### src/rtl/led_pkg.sv
// -----------------------------------------------------------------------------
// led_pkg
// Shared definitions for the LED mode controller: mode encodings, breath step
// sizes, the output bundle driven per mode, and helpers for mode sequencing and
// output decoding.
// -----------------------------------------------------------------------------
package led_pkg;

  // Mode encodings; 3'd5..3'd7 are illegal and recover to MODE_OFF.
  typedef enum logic [2:0] {
    MODE_OFF         = 3'd0,
    MODE_ON          = 3'd1,
    MODE_BREATH_SLOW = 3'd2,
    MODE_BREATH_FAST = 3'd3,
    MODE_BLINK       = 3'd4
  } mode_e;

  // Breath threshold increments per PWM period.
  localparam logic [15:0] STEP_SLOW = 16'd25;
  localparam logic [15:0] STEP_FAST = 16'd100;

  // Mode-dependent LED outputs, registered together with the mode.
  typedef struct packed {
    logic        ovr_en;
    logic        ovr_val;
    logic        breath_en;
    logic [15:0] breath_step;
  } led_out_t;

  // Next mode in the short-press cycle; anything illegal goes to OFF.
  function automatic mode_e next_mode(input mode_e cur);
    mode_e nxt;
    case (cur)
      MODE_OFF:         nxt = MODE_ON;
      MODE_ON:          nxt = MODE_BREATH_SLOW;
      MODE_BREATH_SLOW: nxt = MODE_BREATH_FAST;
      MODE_BREATH_FAST: nxt = MODE_BLINK;
      MODE_BLINK:       nxt = MODE_OFF;
      default:          nxt = MODE_OFF;
    endcase
    return nxt;
  endfunction

  // Output bundle for a given mode; blink_val is only used in BLINK.
  function automatic led_out_t mode_outputs(input mode_e m, input logic blink_val);
    led_out_t o;
    o.ovr_en      = 1'b1;
    o.ovr_val     = 1'b0;
    o.breath_en   = 1'b0;
    o.breath_step = 16'd0;
    case (m)
      MODE_OFF: begin
        o.ovr_en  = 1'b1;
        o.ovr_val = 1'b0;
      end
      MODE_ON: begin
        o.ovr_en  = 1'b1;
        o.ovr_val = 1'b1;
      end
      MODE_BREATH_SLOW: begin
        o.ovr_en      = 1'b0;
        o.breath_en   = 1'b1;
        o.breath_step = STEP_SLOW;
      end
      MODE_BREATH_FAST: begin
        o.ovr_en      = 1'b0;
        o.breath_en   = 1'b1;
        o.breath_step = STEP_FAST;
      end
      MODE_BLINK: begin
        o.ovr_en  = 1'b1;
        o.ovr_val = blink_val;
      end
      default: begin
        o.ovr_en  = 1'b1;
        o.ovr_val = 1'b0;
      end
    endcase
    return o;
  endfunction

endpackage

### src/rtl/key_debounce.sv
// -----------------------------------------------------------------------------
// key_debounce
// Two-flop synchroniser followed by a debounce counter for an active-low,
// bouncing push-button. The debounced level only follows the synchronised
// level once it has differed for DEBOUNCE_CYC consecutive cycles.
//
// Ports:
//   clk       in   system clock, rising edge
//   rst_n     in   asynchronous active-low reset
//   key_n     in   raw button, active-low, asynchronous to clk
//   level_o   out  debounced key level (1 = released)
//   press_o   out  one-cycle pulse on a debounced 1->0 transition
//   release_o out  one-cycle pulse on a debounced 0->1 transition
// -----------------------------------------------------------------------------
module key_debounce
  import led_pkg::*;
#(
  parameter int DEBOUNCE_CYC = 1_000_000
) (
  input  logic clk,
  input  logic rst_n,
  input  logic key_n,
  output logic level_o,
  output logic press_o,
  output logic release_o
);

  localparam int                 CNT_W    = $clog2(DEBOUNCE_CYC + 1);
  localparam logic [CNT_W-1:0]   CNT_LAST = CNT_W'(DEBOUNCE_CYC - 1);

  logic             sync1_q,   sync1_d;
  logic             sync2_q,   sync2_d;
  logic             level_q,   level_d;
  logic             press_q,   press_d;
  logic             release_q, release_d;
  logic [CNT_W-1:0] cnt_q,     cnt_d;

  // Next-state: synchroniser shift and debounce counting/acceptance.
  always_comb begin
    sync1_d   = key_n;
    sync2_d   = sync1_q;
    level_d   = level_q;
    press_d   = 1'b0;
    release_d = 1'b0;
    cnt_d     = {CNT_W{1'b0}};
    if (sync2_q != level_q) begin
      // The edge that would make the count reach DEBOUNCE_CYC accepts the level.
      if (cnt_q == CNT_LAST) begin
        level_d   = sync2_q;
        cnt_d     = {CNT_W{1'b0}};
        press_d   = ~sync2_q;
        release_d = sync2_q;
      end else begin
        cnt_d = cnt_q + CNT_W'(1'b1);
      end
    end else begin
      // Any reversion to the accepted level restarts the count.
      cnt_d = {CNT_W{1'b0}};
    end
  end

  // State registers; the key is treated as released during reset.
  always_ff @(posedge clk or negedge rst_n) begin
    if (!rst_n) begin
      sync1_q   <= 1'b1;
      sync2_q   <= 1'b1;
      level_q   <= 1'b1;
      press_q   <= 1'b0;
      release_q <= 1'b0;
      cnt_q     <= {CNT_W{1'b0}};
    end else begin
      sync1_q   <= sync1_d;
      sync2_q   <= sync2_d;
      level_q   <= level_d;
      press_q   <= press_d;
      release_q <= release_d;
      cnt_q     <= cnt_d;
    end
  end

  assign level_o   = level_q;
  assign press_o   = press_q;
  assign release_o = release_q;

endmodule

### src/rtl/led_mode_ctrl.sv
// -----------------------------------------------------------------------------
// led_mode_ctrl
// Single-button LED mode controller. A short press (released before LONG_CYC
// held cycles) advances OFF -> ON -> BREATH_SLOW -> BREATH_FAST -> BLINK -> OFF.
// A long press forces OFF the moment the hold count reaches LONG_CYC and its
// release is ignored. All outputs are registered and update together.
//
// Ports:
//   clk         in   system clock, rising edge
//   rst_n       in   asynchronous active-low reset
//   key_n       in   raw button, active-low, bouncing
//   led_mode    out  current mode encoding
//   breath_en   out  enable for the downstream PWM breath stage
//   breath_step out  breath threshold increment per PWM period
//   ovr_en      out  LED pin driven by ovr_val instead of the breath stage
//   ovr_val     out  LED level while ovr_en is set
//   mode_chg    out  one-cycle pulse on every mode change
// -----------------------------------------------------------------------------
module led_mode_ctrl
  import led_pkg::*;
#(
  parameter int DEBOUNCE_CYC = 1_000_000,
  parameter int LONG_CYC     = 50_000_000,
  parameter int BLINK_CYC    = 12_500_000
) (
  input  logic        clk,
  input  logic        rst_n,
  input  logic        key_n,
  output logic [2:0]  led_mode,
  output logic        breath_en,
  output logic [15:0] breath_step,
  output logic        ovr_en,
  output logic        ovr_val,
  output logic        mode_chg
);

  localparam int                 HOLD_W     = $clog2(LONG_CYC + 1);
  localparam logic [HOLD_W-1:0]  HOLD_MAX   = HOLD_W'(LONG_CYC);
  localparam int                 BLINK_W    = $clog2(BLINK_CYC + 1);
  localparam logic [BLINK_W-1:0] BLINK_LAST = BLINK_W'(BLINK_CYC - 1);

  logic key_level_s;
  logic key_press_s;
  logic key_release_s;

  key_debounce #(
    .DEBOUNCE_CYC (DEBOUNCE_CYC)
  ) u_key (
    .clk       (clk),
    .rst_n     (rst_n),
    .key_n     (key_n),
    .level_o   (key_level_s),
    .press_o   (key_press_s),
    .release_o (key_release_s)
  );

  mode_e              mode_q,        mode_d;
  logic               active_q,      active_d;
  logic [HOLD_W-1:0]  hold_q,        hold_d;
  logic [BLINK_W-1:0] blink_cnt_q,   blink_cnt_d;
  logic               blink_val_q,   blink_val_d;
  logic               ovr_en_q,      ovr_en_d;
  logic               ovr_val_q,     ovr_val_d;
  logic               breath_en_q,   breath_en_d;
  logic [15:0]        breath_step_q, breath_step_d;
  logic               mode_chg_q,    mode_chg_d;

  mode_e              mode_base_s;
  logic [HOLD_W-1:0]  hold_inc_s;
  led_out_t           out_s;

  // Next-state: mode sequencing, hold counting, blink timing, output decode.
  always_comb begin
    // Illegal encodings fall back to OFF even without key activity.
    case (mode_q)
      MODE_OFF, MODE_ON, MODE_BREATH_SLOW, MODE_BREATH_FAST, MODE_BLINK:
        mode_base_s = mode_q;
      default:
        mode_base_s = MODE_OFF;
    endcase

    mode_d     = mode_base_s;
    active_d   = active_q;
    hold_d     = hold_q;
    hold_inc_s = hold_q + HOLD_W'(1'b1);

    if (key_press_s) begin
      active_d = 1'b1;
      hold_d   = {HOLD_W{1'b0}};
    end else if (key_release_s) begin
      active_d = 1'b0;
      hold_d   = {HOLD_W{1'b0}};
      // A release after a saturated hold belongs to a long press: ignore it.
      if (active_q && (hold_q < HOLD_MAX)) begin
        mode_d = next_mode(mode_q);
      end else begin
        mode_d = mode_base_s;
      end
    end else if (active_q && !key_level_s && (hold_q < HOLD_MAX)) begin
      hold_d = hold_inc_s;
      // Force OFF on the very edge the count saturates.
      if (hold_inc_s == HOLD_MAX) begin
        mode_d = MODE_OFF;
      end else begin
        mode_d = mode_base_s;
      end
    end else begin
      hold_d = hold_q;
    end

    // Blink phase restarts high with a cleared counter on every BLINK entry.
    if (mode_d != MODE_BLINK) begin
      blink_cnt_d = {BLINK_W{1'b0}};
      blink_val_d = 1'b1;
    end else if (mode_q != MODE_BLINK) begin
      blink_cnt_d = {BLINK_W{1'b0}};
      blink_val_d = 1'b1;
    end else if (blink_cnt_q == BLINK_LAST) begin
      blink_cnt_d = {BLINK_W{1'b0}};
      blink_val_d = ~blink_val_q;
    end else begin
      blink_cnt_d = blink_cnt_q + BLINK_W'(1'b1);
      blink_val_d = blink_val_q;
    end

    // Outputs are decoded from the next mode so they register alongside it.
    out_s         = mode_outputs(mode_d, blink_val_d);
    ovr_en_d      = out_s.ovr_en;
    ovr_val_d     = out_s.ovr_val;
    breath_en_d   = out_s.breath_en;
    breath_step_d = out_s.breath_step;
    mode_chg_d    = (mode_d != mode_q);
  end

  // Mode FSM and registered outputs; reset abandons any press in progress.
  always_ff @(posedge clk or negedge rst_n) begin
    if (!rst_n) begin
      mode_q        <= MODE_OFF;
      active_q      <= 1'b0;
      hold_q        <= {HOLD_W{1'b0}};
      blink_cnt_q   <= {BLINK_W{1'b0}};
      blink_val_q   <= 1'b1;
      ovr_en_q      <= 1'b1;
      ovr_val_q     <= 1'b0;
      breath_en_q   <= 1'b0;
      breath_step_q <= 16'd0;
      mode_chg_q    <= 1'b0;
    end else begin
      mode_q        <= mode_d;
      active_q      <= active_d;
      hold_q        <= hold_d;
      blink_cnt_q   <= blink_cnt_d;
      blink_val_q   <= blink_val_d;
      ovr_en_q      <= ovr_en_d;
      ovr_val_q     <= ovr_val_d;
      breath_en_q   <= breath_en_d;
      breath_step_q <= breath_step_d;
      mode_chg_q    <= mode_chg_d;
    end
  end

  assign led_mode    = mode_q;
  assign breath_en   = breath_en_q;
  assign breath_step = breath_step_q;
  assign ovr_en      = ovr_en_q;
  assign ovr_val     = ovr_val_q;
  assign mode_chg    = mode_chg_q;

endmodule

### config.mk
export PLATFORM = sky130hd
export DESIGN_NAME = led_mode_ctrl
export DESIGN_NICKNAME = d
export VERILOG_FILES = /design/src/rtl/led_pkg.sv /design/src/rtl/key_debounce.sv /design/src/rtl/led_mode_ctrl.sv
export SDC_FILE = /design/constraint.sdc
export NUM_CORES = 1
export LEC_CHECK = 0
export CAP_MARGIN = 20
export CORE_MARGIN = 5
export CORE_UTILIZATION = 54
export DETAILED_ROUTE_END_ITERATION = 7
export PLACE_DENSITY_LB_ADDON = 0.05
export SLEW_MARGIN = 30
export SYNTH_ARGS = -nofsm -noshare
export SYNTH_HDL_FRONTEND = slang
export SYNTH_SLANG_ARGS = --single-unit
### constraint.sdc
create_clock -name clk -period 3.17 [get_ports clk]
set_clock_uncertainty 0.05 [all_clocks]
set_input_delay 0.4755 -clock clk [delete_from_list [all_inputs] [get_ports clk]]
set_output_delay 0.4755 -clock clk [all_outputs]
set_load 0.03 [all_outputs]
* Yosys cells after proc, flatten, opt, wreduce, memory -nomap -nowiden
Cells that the tools add are included.
Word-level totals: bits in registers 100, bits in latches 0, bits in writable memories 0, bits in read-only memories 0, input bits 3, output and inout bits 23, word-level logic and storage cells 74, memories 0
Cells by class: $add $sub $neg 3, $mul 0, div/mod/pow operators 0, magnitude comparators 1, eq/ne operators 15, shift operators 0, mux-type cells 27, bitwise gates (word level) 2, reduce and logical (&&, ||, !) cells 10
Operators by type and width (count):
- 2-to-1 mux 26 bit | 3
- 2-to-1 mux 24 bit | 3
- 2-to-1 mux 20 bit | 2
- one-hot mux 17 bit (2 select lines) | 1
- adder 26 x 1 -> 26 bit (second input constant) | 1
- == test 26 bit (second input constant) | 1
- less-than comparator 26 bit (second input constant) | 1
- adder 24 x 1 -> 24 bit (second input constant) | 1
- == test 24 bit (second input constant) | 1
- adder 20 x 1 -> 20 bit (second input constant) | 1
- == test 20 bit (second input constant) | 1
- 2-to-1 mux 3 bit | 6
- == test 3 x 2 -> 1 bit (second input constant) | 4
- one-hot mux 3 bit (4 select lines) | 1
- 2-to-1 mux 1 bit | 10
- == test 3 x 1 -> 1 bit (second input constant) | 2
- == test 3 bit (second input constant) | 2
- != test 3 bit (second input constant) | 2
- OR reduction 5 bit | 1
- logical AND 1 bit | 3
- zero test 3 bit | 1
- != test 3 bit | 1
- nonzero test 3 bit | 1
- NOT 1 bit | 2
- 6 further kinds | 6

* Longest topological paths before layout
depth after elaboration 10, depth in mapped cells 11, depth with buffers taken out 9

* Modules after synthesis
Synthesis repeated with hierarchy kept, for this count alone.
Second synthesis, totals: cells, all modules 491, area, all modules 4800.9 µm²
By module, submodules not included:
- led_mode_ctrl | instances 1, cells an instance 375, area each 3623.5 µm², sequential area each 1529.0 µm²
- key_debounce | instances 1, cells an instance 116, area each 1177.4 µm², sequential area each 629.4 µm²

* Least setup slack after synthesis
OpenSTA, ideal clock, no wires.
path type register to register, from reg hold_q[0], to reg blink_cnt_q[16], arrival 2.996 ns, setup slack 0.005 ns, stages on the path, launching flop included 12, path buffers 2, path through dfrtp_1 -> ha_1 -> nand4_2 -> nor3_1 -> mux2_2 -> or4_1 -> or4_4 -> a21oi_2 -> or3_1 -> buf_6 -> buf_6 -> nor2_2
On the way: longest elaborated chain between the ends 8, elaborated cells between the ends (all ways) 12, classes of those cells add/sub (1); order compare (1); eq/ne (2); mux (6); reduce/logical (2)
Ends and longest elaborated chain:
- from (decl) | RTL line led_mode_ctrl.sv:59 | logic [HOLD_W-1:0] hold_q, hold_d;
- from (signal assigned) | RTL line led_mode_ctrl.sv:140 | hold_q <= {HOLD_W{1'b0}};
- from (signal assigned) | RTL line led_mode_ctrl.sv:151 | hold_q <= hold_d;
- adder 26 x 1 -> 26 bit | RTL line led_mode_ctrl.sv:85 | hold_inc_s = hold_q + HOLD_W'(1'b1);
- == test 26 bit | RTL line led_mode_ctrl.sv:102 | if (hold_inc_s == HOLD_MAX) begin
- 2-to-1 mux 3 bit | RTL line led_mode_ctrl.sv:102
- 2-to-1 mux 3 bit | RTL line led_mode_ctrl.sv:99 | end else if (active_q && !key_level_s && (hold_q < HOLD_MAX)) begin
- 2-to-1 mux 3 bit (*) | RTL line led_mode_ctrl.sv:90 | end else if (key_release_s) begin
- 2-to-1 mux 3 bit (*) | RTL line led_mode_ctrl.sv:87 | if (key_press_s) begin
- != test 3 bit (*) | RTL line led_mode_ctrl.sv:112 | if (mode_d != MODE_BLINK) begin
- 2-to-1 mux 24 bit (*) | RTL line led_mode_ctrl.sv:112
- via blink_cnt_d[16] | RTL line led_mode_ctrl.sv:60 | logic [BLINK_W-1:0] blink_cnt_q, blink_cnt_d;
- to (signal assigned) | RTL line led_mode_ctrl.sv:141 | blink_cnt_q <= {BLINK_W{1'b0}};
- to (signal assigned) | RTL line led_mode_ctrl.sv:152 | blink_cnt_q <= blink_cnt_d;
- to (decl) | RTL line led_mode_ctrl.sv:60
The timed path passes the listed nets; every way through them passes the cells marked *. A chain may end at the register's enable or synchronous reset.

* Final worst setup path
from reg hold_q[0], to reg ovr_val_q (netlist: ovr_val)
On the way: longest elaborated chain between the ends 9, elaborated cells between the ends (all ways) 15, classes of those cells add/sub (1); order compare (1); eq/ne (4); mux (7); reduce/logical (2)
Ends and longest elaborated chain:
- adder 26 x 1 -> 26 bit | RTL line led_mode_ctrl.sv:85
- == test 26 bit | RTL line led_mode_ctrl.sv:102
- 2-to-1 mux 3 bit | RTL line led_mode_ctrl.sv:102
- 2-to-1 mux 3 bit | RTL line led_mode_ctrl.sv:99
- 2-to-1 mux 3 bit (*) | RTL line led_mode_ctrl.sv:90
- 2-to-1 mux 3 bit (*) | RTL line led_mode_ctrl.sv:87
- != test 3 bit | RTL line led_mode_ctrl.sv:112
- 2-to-1 mux 1 bit | RTL line led_mode_ctrl.sv:112
- one-hot mux 1 bit (2 select lines) (*) | RTL line led_pkg.sv:51 | case (m)
- via ovr_val_d | RTL line led_mode_ctrl.sv:63 | logic ovr_val_q, ovr_val_d;
- to (signal assigned) | RTL line led_mode_ctrl.sv:155 | ovr_val_q <= ovr_val_d;
- to (decl) | RTL line led_mode_ctrl.sv:63
Marked as above.

==> summary.md <==
| Metric | Value |
|---|---|
| Area Growth Syn to Fin | `11.4%` |
| Htree depth | `3` |
| WP data required | `3.39 ns` |
| Number of synthesized register bits | `86` |
| Fill count | `772` |
| Mapped Area | `0.00469 mm2` |
| Clock power share | `0.382` |
| Stages on the worst setup path | `9` |
| Minimum clock period | `3.08 ns` |
| Gp weighted congestion | `0.887` |
| Initial Util | `0.546` |
| Final slew viol count | `0` |
| Asr flop ratio synth | `1.00` |
| Syn_area_per_cell | `9.43 um2` |
| Status | `complete, no violations` |
| Simple-gate portion of the synthesized area | `0.279` |
| Leak | `2.18 nW` |
| Xor/xnor cell area share of the yosys netlist | `0.110` |
| Top delay family on crit path | `simple AND/OR/NAND/NOR gates` |
| Hold_buf cts | `0` |
| Worst-Margin Slew | `0.900 ns` |
| Switching power | `0.463 mW` |
| Total wire length | `9210 um` |
| CP bufs+invs | `1` |
| Max-cap violations | `0` |
| First-pass GRT wire length | `15600 um` |
| WP data arrival | `3.30 ns` |
| Clk pin slew, worst setup/hold paths | `0.10 ns` |
| Critical Path End Type | `register` |
| Crit path launch type | `register` |
| Power Dens Cells | `357 mW/mm2` |
| Hpwl dp | `6400 um` |
| Fin. Hold Viols | `0` |
| Vias per inst | `5.57` |
| FF-to-FF End | `ovr_val$_DFF_PN0_` |
| WL met3 | `381 um` |
| Worst-path maximum fanout | `6` |
| Final Non-Filler Cells | `634` |
| Pin count of the biggest net entering global routing | `87` |
| Slew headroom | `0.396` |
| Worst-Skew Late Latency | `0.36 ns` |
| Part of the cycle the worst path needs | `0.971` |
| Multiplexer share of the synthesized area | `0.00906` |
| Most used cell, CP | `or4_4` |
| Fin nets | `527` |
| Root Buffer | `clkbuf_8` |
| Reg2Reg Depth | `9` |
| Router iterations before antenna repair | `5` |
| Worst R2R Setup Slack | `0.09 ns` |
| IO Port Bufs | `15` |
| Number of global-route vias before repair | `3334` |
| Largest family of logic cells by synthesized area | `simple AND/OR/NAND/NOR gates` |
| Seq pwr share | `0.593` |
| DR iter-0 viols | `157` |
| Cts bufs inserted | `9` |
| Combinational share of power | `0.025` |
| Die area | `0.0107 mm2` |
| Crit Path Category | `reg2reg` |
| Crit-path slowest cell | `or4_4` |
| Post-Synth Adder-Cell Area | `0.00800` |
| EDFF count, synth | `0` |
| I/O Pins | `26` |
| Mapped Cells | `498` |
| # DRC | `0` |
| Max Freq | `325 MHz` |
| Antenna violations before repair | `0` |
| Length of routed wiring on met1 | `4550 um` |
| Register area | `0.00216 mm2` |
| Peak supply drop | `0.000230 V` |
| Core ar. | `0.00859 mm2` |
| CTS tree | `yes` |
| Total power | `1.87 mW` |
| Multi-input gate area | `0.00236 mm2` |
| Diodes inserted | `0` |
| Sw Share | `0.248` |
| Die Wd | `103 um` |
| CP Cell Sequence | `buf_6, and4_4, nand3_1, a211o_1, or4_4, or4_4, o211a_4, or2_0, o21ai_1` |
| Uppermost layer routed | `met4` |
| CTS Buffer Depth | `2` |
| Synth Area in Compound Gates | `0.0728` |
| Seq/Total Area, Yosys | `0.460` |
| Via count | `3534` |
| Tot GR Track Use | `0.182` |
| GRT overflow | `0` |
| Synth warnings | `0` |
| Setup Viol. Count Final | `0` |
| Synth Flop Type | `dfrtp_1` |
| Layout cells sized above 1 | `0.152` |
| CTS sink cnt | `86` |
| P_int | `1.40 mW` |
| Placed insts | `615` |
| Routed Antenna Nets | `0` |
| Worst min-delay path category | `in2async` |
| FP Rows | `34` |
| Post-DR wirelength/cell | `14.5 um` |
| Crit path largest cell delay | `0.60 ns` |
| RR Startpoint | `hold_q[0]$_DFFE_PN0P_` |
| Synth unique cells | `69` |
| Die Height | `103 um` |
| Metal2 WL | `4210 um` |
==> stage by stage <==
stage / utilization / TNS, ns / instance area (um2) / setup slack [ns] / hold WS [ns]
CTS: 0.595 / 0 / 5110 / 0.00507 / 0.135
global placement: 0.574 / 0 / 4930 / 0.0809 / 0.300
floorplan: - / 0 / 4730 / 0.00459 / 0.130
detailed placement: 0.574 / -0.0558 / 4930 / -0.0105 / 0.298
global route: 0.609 / -0.00229 / 5230 / -0.00229 / 0.176
finish: 0.609 / 0 / 5230 / 0.0910 / 0.0968
==> Yosys cell counts (all sizes together) (5+ instances only) <==
library cell  instances  area share
or3                  11       0.015
xor2                 30       0.056
nor3                 12       0.013
buf                  28       0.045
and3                 16       0.021
nor4                 11       0.018
inv                  15       0.012
a21oi                11       0.013
xnor2                29       0.054
nor2                 83       0.072
o21ai                10       0.011
dfrtp                81        0.43
nand4                13       0.019
dfstp                 5       0.028
nand2                36       0.029
clkbuf                5      0.0040
nand3b                6      0.0096
nand3                35       0.038
==> logic make-up (layout without fill, tap and decap cells) <==
logic type	after synthesis	in the layout
flip-flops	86	86
adder cells (fa/ha/maj)	3	3
other	1	10
AND/OR/NAND/NOR	248	248
AO/OA/AOI/OAI	49	49
multiplexers	4	4
buffers and inverters	48	67
XOR/XNOR	59	59
==> layout by cell type (no fill, tap or decap), types with 3 or more instances in the layout <==
cell             instances
nor4_1                  10
nand2_1                 35
inv_1                   15
xor2_1                  30
dfrtp_2                  3
clkdlybuf4s50_1         14
nand4_1                 12
inv_6                    4
nand3_1                 34
nor2_1                  72
o22ai_1                  3
nor3b_1                  3
nor3_1                  10
dfstp_2                  5
conb_1                  10
nand3b_1                 6
xnor2_1                 29
dfrtp_1                 78
clkbuf_8                 9
or3_1                    9
nor2_2                  11
a21oi_1                 10
buf_4                   18
and3_1                  16
o21ai_0                  9
==> registers in the layout, summed over array words and instances (netlist names) <==
name	count
breath_step	2
u_key.sync1_q	1
u_key.level_o	1
ovr_en	1
u_key.sync2_q	1
u_key.release_o	1
hold_q	26
u_key.cnt_q	20
active_q	1
blink_cnt_q	24
mode_chg	1
blink_val_q	1
breath_en	1
led_mode	3
u_key.press_o	1
ovr_val	1
==> final cells by class <==
type	count	share of cell area
Sequential cell	86	0.413
Inverter	15	0.0108
Multi-Input combinational cell	373	0.451
Tap cell	108	0.0258
Timing Repair Buffer	36	0.0655
Clock inverter	7	0.0103
Clock buffer	9	0.0237
==> per-layer routing <==
layer	vias to the layer above	global-route usage
met5	-	0
li1	1757	-
met3	7	0.0241
met2	67	0.272
met4	0	0.0568
met1	1703	0.275
==> power by group through the flow <==
| stage | clock [mW] | sequential (mW) | combinational, mW |
|---|---|---|---|
| 2_1_floorplan | 0 | 1.13 | 0.0324 |
| 3_3_place_gp | 0 | 1.13 | 0.0478 |
| 3_5_place_dp | 0 | 1.13 | 0.0487 |
| 4_1_cts | 0.736 | 1.11 | 0.0489 |
| 5_1_grt | 0.775 | 1.11 | 0.0552 |
| 6_report | 0.712 | 1.11 | 0.0473 |
==> worst max-delay path by stage <==
| stage | startpoint | end |
|---|---|---|
| after floorplan | hold_q[0]$_DFFE_PN0P_ | blink_cnt_q[16]$_DFF_PN0_ |
| after global placement | hold_q[0]$_DFFE_PN0P_ | blink_cnt_q[7]$_DFF_PN0_ |
| after detailed placement | hold_q[0]$_DFFE_PN0P_ | blink_cnt_q[4]$_DFF_PN0_ |
| after CTS | hold_q[1]$_DFFE_PN0P_ | blink_cnt_q[7]$_DFF_PN0_ |
| after global routing | hold_q[0]$_DFFE_PN0P_ | ovr_val$_DFF_PN0_ |
| final | hold_q[0]$_DFFE_PN0P_ | ovr_val$_DFF_PN0_ |
==> what timing repair did <==
| item | CTS | global route |
|---|---|---|
| setup buffers | 0 | 2 |
| endpoints found under the setup margin | 5 | 31 |
| gates resized for setup | 1 | 18 |
| cloned | 0 | 1 |
| pin swaps | 0 | 5 |
Note: power is estimated with default switching activity, not from simulation.
